File: src/rtl/alu_seq_n_if.sv
// Operand/opcode request and result bus between a requester and alu_seq_n.
// The master drives the operation request; the slave returns status and the registered result.
interface alu_seq_n_if #(
    parameter int unsigned WIDTH = 8
) ();
    logic                 start;
    logic [WIDTH-1:0]     A;
    logic [WIDTH-1:0]     B;
    logic [2:0]           Opcode;
    logic                 busy;
    logic                 done;
    logic [2*WIDTH-1:0]   ALUout;
    logic                 Cout;

    modport master (
        output start, A, B, Opcode,
        input  busy, done, ALUout, Cout
    );

    modport slave (
        input  start, A, B, Opcode,
        output busy, done, ALUout, Cout
    );
endinterface

File: src/rtl/alu_seq_n.sv
// Sequential ALU: single-cycle add/sub/shift/logic ops and a radix-2 shift-add multiplier.
// Results are registered and announced by a one-cycle done pulse.
module alu_seq_n #(
    parameter int unsigned WIDTH = 8
) (
    input  logic         clk,
    input  logic         rst_n,
    alu_seq_n_if.slave   bus
);
    localparam int unsigned W2 = 2 * WIDTH;
    localparam int unsigned CW = (WIDTH > 1) ? $clog2(WIDTH) : 1;

    localparam logic [2:0] OP_ADD = 3'b000;
    localparam logic [2:0] OP_SUB = 3'b001;
    localparam logic [2:0] OP_MUL = 3'b010;
    localparam logic [2:0] OP_LSH = 3'b011;
    localparam logic [2:0] OP_RSH = 3'b100;
    localparam logic [2:0] OP_AND = 3'b101;
    localparam logic [2:0] OP_OR  = 3'b110;
    localparam logic [2:0] OP_XOR = 3'b111;

    typedef enum logic [0:0] {S_IDLE, S_MUL} state_t;

    state_t            state, state_n;
    logic [W2-1:0]     acc, acc_n;
    logic [W2-1:0]     mcand, mcand_n;
    logic [WIDTH-1:0]  mplier, mplier_n;
    logic [CW-1:0]     cnt, cnt_n;
    logic [W2-1:0]     alu_out, alu_out_n;
    logic              cout, cout_n;
    logic              done, done_n;
    logic              busy, busy_n;

    // Single-cycle result computed straight from the request bus.
    logic [W2-1:0]     res_c;
    logic              res_cout_c;
    logic [WIDTH:0]    sum_c;
    logic [W2-1:0]     cat_c;

    always_comb begin
        sum_c      = (WIDTH+1)'(bus.A) + (WIDTH+1)'(bus.B);
        cat_c      = {bus.A, bus.B};
        res_c      = '0;
        res_cout_c = 1'b0;
        case (bus.Opcode)
            OP_ADD: begin
                res_c      = W2'(sum_c);
                res_cout_c = sum_c[WIDTH];
            end
            OP_SUB: begin
                if (bus.A >= bus.B) begin
                    res_c = W2'(bus.A - bus.B);
                end else begin
                    res_c      = W2'(bus.B - bus.A);
                    res_cout_c = 1'b1;
                end
            end
            OP_LSH:  res_c = cat_c << 1;
            OP_RSH:  res_c = cat_c >> 1;
            OP_AND:  res_c = W2'(bus.A & bus.B);
            OP_OR:   res_c = W2'(bus.A | bus.B);
            OP_XOR:  res_c = W2'(bus.A ^ bus.B);
            default: res_c = '0;
        endcase
    end

    // Next-state and datapath update.
    logic [W2-1:0] acc_sum_c;

    always_comb begin
        state_n   = state;
        acc_n     = acc;
        mcand_n   = mcand;
        mplier_n  = mplier;
        cnt_n     = cnt;
        alu_out_n = alu_out;
        cout_n    = cout;
        done_n    = 1'b0;
        busy_n    = busy;
        acc_sum_c = acc + (mplier[0] ? mcand : W2'(0));

        case (state)
            S_IDLE: begin
                if (bus.start) begin
                    if (bus.Opcode == OP_MUL) begin
                        state_n  = S_MUL;
                        acc_n    = '0;
                        cnt_n    = '0;
                        mcand_n  = W2'(bus.A);
                        mplier_n = bus.B;
                        busy_n   = 1'b1;
                    end else begin
                        alu_out_n = res_c;
                        cout_n    = res_cout_c;
                        done_n    = 1'b1;
                    end
                end
            end
            S_MUL: begin
                acc_n    = acc_sum_c;
                mcand_n  = mcand << 1;
                mplier_n = mplier >> 1;
                cnt_n    = cnt + CW'(1);
                // Last multiplier bit: publish the product on this same edge.
                if (cnt == CW'(WIDTH - 1)) begin
                    alu_out_n = acc_sum_c;
                    cout_n    = 1'b0;
                    done_n    = 1'b1;
                    busy_n    = 1'b0;
                    state_n   = S_IDLE;
                end
            end
            default: begin
                state_n = S_IDLE;
                busy_n  = 1'b0;
            end
        endcase
    end

    always_ff @(posedge clk or negedge rst_n) begin
        if (!rst_n) begin
            state   <= S_IDLE;
            acc     <= '0;
            mcand   <= '0;
            mplier  <= '0;
            cnt     <= '0;
            alu_out <= '0;
            cout    <= 1'b0;
            done    <= 1'b0;
            busy    <= 1'b0;
        end else begin
            state   <= state_n;
            acc     <= acc_n;
            mcand   <= mcand_n;
            mplier  <= mplier_n;
            cnt     <= cnt_n;
            alu_out <= alu_out_n;
            cout    <= cout_n;
            done    <= done_n;
            busy    <= busy_n;
        end
    end

    assign bus.ALUout = alu_out;
    assign bus.Cout   = cout;
    assign bus.done   = done;
    assign bus.busy   = busy;
endmodule
File: src/flat_wrapper.sv
// flat-port wrapper written by rule: the top's interface ports become plain ports
module alu_seq_n_flat 
#(
    parameter int unsigned WIDTH = 8
)
  (clk, rst_n, bus_start, bus_A, bus_B, bus_Opcode, bus_busy, bus_done, bus_ALUout, bus_Cout);
  alu_seq_n_if #(.WIDTH(WIDTH)) bus_i ();
  input  logic clk;
  input  logic rst_n;
  input wire logic [$bits(bus_i.start)-1:0] bus_start;
  input wire logic [$bits(bus_i.A)-1:0] bus_A;
  input wire logic [$bits(bus_i.B)-1:0] bus_B;
  input wire logic [$bits(bus_i.Opcode)-1:0] bus_Opcode;
  output wire logic [$bits(bus_i.busy)-1:0] bus_busy;
  output wire logic [$bits(bus_i.done)-1:0] bus_done;
  output wire logic [$bits(bus_i.ALUout)-1:0] bus_ALUout;
  output wire logic [$bits(bus_i.Cout)-1:0] bus_Cout;
  assign bus_i.start = bus_start;
  assign bus_i.A = bus_A;
  assign bus_i.B = bus_B;
  assign bus_i.Opcode = bus_Opcode;
  assign bus_busy = bus_i.busy;
  assign bus_done = bus_i.done;
  assign bus_ALUout = bus_i.ALUout;
  assign bus_Cout = bus_i.Cout;
  alu_seq_n #(.WIDTH(WIDTH)) u_core (.clk(clk), .rst_n(rst_n), .bus(bus_i));
endmodule
File: config.mk
export PLATFORM = sky130hd
export DESIGN_NAME = alu_seq_n_flat
export DESIGN_NICKNAME = d
export VERILOG_FILES = /design/src/rtl/alu_seq_n_if.sv /design/src/rtl/alu_seq_n.sv /design/src/flat_wrapper.sv
export SDC_FILE = /design/constraint.sdc
export NUM_CORES = 1
export LEC_CHECK = 0
export CAP_MARGIN = 20
export CELL_PAD_IN_SITES_DETAIL_PLACEMENT = 1
export CELL_PAD_IN_SITES_GLOBAL_PLACEMENT = 2
export CORE_MARGIN = 4
export CORE_UTILIZATION = 29
export DETAILED_ROUTE_END_ITERATION = 8
export PLACE_DENSITY_LB_ADDON = 0.1
export SLEW_MARGIN = 15
export SYNTH_ARGS = -nofsm -noshare
export SYNTH_HDL_FRONTEND = slang
export SYNTH_SLANG_ARGS = --single-unit
File: constraint.sdc
create_clock -name clk -period 2.7 [get_ports clk]
set_input_delay 0.54 -clock clk [delete_from_list [all_inputs] [get_ports clk]]
set_output_delay 0.54 -clock clk [all_outputs]
set_load 0.03 [all_outputs]
==> flow_summary.yaml <==
synth:
  syn_area_mm2: 0.00524
  yosysTopAreaCell: "dfrtp_1"
  yosys-top-cells-area: "dfrtp_1, ha_1, nand2_1"
  async_flop_share_pct: 100
  netlist_instances: 638
  syn_avg_cell_area_um2: 8.22
  yosysUniqueCellTypes: 67
  synthFlopType: "dfrtp_1"
  synth_top_area_share_pct: 30.1
  synth-seq-cells: 63
  ys_warn_count: 0
  postSynthNetCount: 713
  synth_edf_count: 0
  yosysSeqAreaShare_pct: 30.1
sta:
  maxSlewViolCount: 0
  finClkSkew_ps: 11.9
  rsz0062_at_grt: "yes"
  finalCriticalPeriod_ps: 2710
  setup_viol: 2
  worstMarginPinSlew_ps: 875
  maxSlewHeadroom_pct: 41.6
  hold_viol_final: 0
  fmax_ghz: 0.369
  timing.final.ws_setup_ps: -8.39
  fin_crit_sh_pct: 100
cts:
  clock_sinks: 63
  cts_tree: "done"
  path_clk_slew_ps: 50
  insertion_delay_ps: 340
  cts_buffers: 9
  clock_path_buffers: 2
  cts_root_buf: "clkbuf_16"
  cts_max_level: 3
  hold_buffers: 0
run_status:
  status: "complete, but fails checks"
  violations: "negative setup slack"
critical_path:
  timing.rr.end: "u_core.bus.ALUout[14]$_DFFE_PN0P_"
  worstSetupPathType: "in2reg"
  worstSetupStartpoint: "bus_B[4]"
  rrSetupSlack_ps: 120
  cp-end-kind: "flip-flop"
  worstReg2RegStart: "u_core.mplier[0]$_DFFE_PN0P_"
  path_max_fanout: 5
  worstSetupStartpointType: "primary input"
  cp.arrival_ps: 2960
  reg2reg_depth: 12
  required_ps: 2950
floorplan:
  chipWidth_um: 142
  num_io_pins: 41
  core.rowCount: 48
  core_area_mm2: 0.0175
  initial_core_util_pct: 30.0
  fp.dieH_um: 142
  dieArea_mm2: 0.0203
drt:
  routed_wl_mm: 22.4
  vias: 5528
  wl_per_cell_um: 21.2
  drtIter0Drc: 249
  routed_via_density: 5.22
  first_pass_iters: 5
  ant_nets: 0
  drc: 0
min_path:
  worst_hold_path_type: "in2async"
placement:
  place_congestion: 0.904
  hpwl_mm: 17.4
  dpl.cell_count: 1021
  portBuffers: 40
cells_and_area:
  layout_common_cells: "buf_4, nand2_1, dfrtp_1, o21ai_0, nor2_1"
  layout.cells.non_filler: 1058
  final_common_cell: "buf_4"
  layout-drive-gt1-share_pct: 35.9
  syn_to_final_growth_pct: 53.0
  n_antenna_cell: 0
  nets: 903
global_route:
  grt_pass1_vias: 5842
  grt-ovfl-total: 0
  track_usage_pct: 21.8
  grt_max_degree: 66
  antenna_found_initial: 1
  grt_pass1_wl_mm: 33.9
power_and_ir_drop:
  ir_worst_vdd_mv: 0.414
  p_total_mw: 5.72
  power_leakage_nw: 3.65
  powerDensity_mw_per_mm2: 713
flow_run:
  cap_violations: 0
-- cells in the mapped netlist (all sizes together) (13+ instances only) --
cell	instances
nand2	97
o21ai	66
dfrtp	63
a21oi	50
ha	49
nor2	47
inv	38
and2	21
clkbuf	18
a21o	13
buf	13
xnor2	13
-- cell type report --
cell class | count | area [um2]
fillers | 2043 | 9460
multi-input cells | 506 | 3960
repair buffers | 210 | 1770
flip-flops and latches | 63 | 1580
well taps | 225 | 282
clock buffers | 9 | 225
inverters | 38 | 143
clock inverters | 7 | 72.6
-- routing by layer --
| layer | part of all wire (%) | routed length [um] | global-route usage [%] |
|---|---|---|---|
| met2 | 45 | 9970 | 34.0 |
| met4 | 1.8 | 402 | 4.20 |
| met1 | 49 | 11000 | 31.7 |
| met3 | 4.4 | 990 | 4.23 |
| met5 | 0 | 0 | 0 |
-- how the worst max path moves through the flow --
stage / cells past startpoint / slack (ps) / endpoint
after floorplan: 9 / 60 / u_core.bus.ALUout[8]$_DFFE_PN0P_
after global placement: 14 / -990 / u_core.bus.ALUout[10]$_DFFE_PN0P_
after detailed placement: 14 / -1030 / u_core.bus.ALUout[10]$_DFFE_PN0P_
after CTS: 12 / -20 / u_core.bus.ALUout[13]$_DFFE_PN0P_
after global routing: 12 / -30 / u_core.bus.ALUout[14]$_DFFE_PN0P_
final: 12 / -8 / u_core.bus.ALUout[14]$_DFFE_PN0P_
-- kinds of logic (layout without fill, tap and decap cells) --
| kind of cell | count (synthesis) | in the layout | synth area share (%) |
|---|---|---|---|
| and+or+nand+nor | 216 | 216 | 19.3 |
| adders and majority gates | 53 | 53 | 13.2 |
| AOI/OAI and AO/OA | 204 | 204 | 25.2 |
| buffers and inverters | 69 | 264 | 5.35 |
| DFF | 63 | 63 | 30.1 |
| xor gates and xnor gates | 17 | 17 | 2.84 |
| muxes | 16 | 16 | 4.08 |
-- report_power, final --
| group | internal, mW | switching (mW) | leakage [nW] | total, mW |
|---|---|---|---|---|
| Sequential | 1.33 | 0.300 | 0.821 | 1.63 |
| Combinational | 1.26 | 1.65 | 2.69 | 2.91 |
| Clock | 0.715 | 0.460 | 0.142 | 1.18 |
| Total | 3.31 | 2.41 | 3.65 | 5.72 |
-- state kept, by name, indices dropped and copies added (netlist names) --
register	count
u_core.acc	16
u_core.bus.ALUout	16
u_core.bus.Cout	1
u_core.bus.busy	1
u_core.bus.done	1
u_core.cnt	3
u_core.mcand	16
u_core.mplier	8
u_core.state	1
-- metrics by stage --
step	cell area (um2)	hold WS (ps)	setup slack (ps)	TNS [ps]	util, %
3_5_place_dp	6930	475	-1030	-12830	39.6
5_1_grt	8020	477	-34.7	-139	45.9
4_1_cts	7690	424	-18.9	-18.9	44.0
6_report	8020	396	-8.39	-13.8	45.9
2_1_floorplan	5240	244	64.3	0	-
3_3_place_gp	6920	467	-993	-12430	39.6
-- worst max-delay path, stage by stage --
cell and delay (ps):
clkdlybuf4s50_1 510, inv_2 90, ha_4 320, buf_12 130, nor4_4 40, buf_4 140, buf_4 130, a2111oi_4 400
mux2i_4 180, buf_6 170, a21o_1 150, a31oi_1 160
-- timing repair --
action                                  4_1_cts  5_1_grt
endpoints found under the setup margin       21       18
gates cloned                                  0        1
pin swaps                                    24       36
gates resized for setup                      96       55
buffers inserted                             10       11
Note: power is estimated with default switching activity, not from simulation.
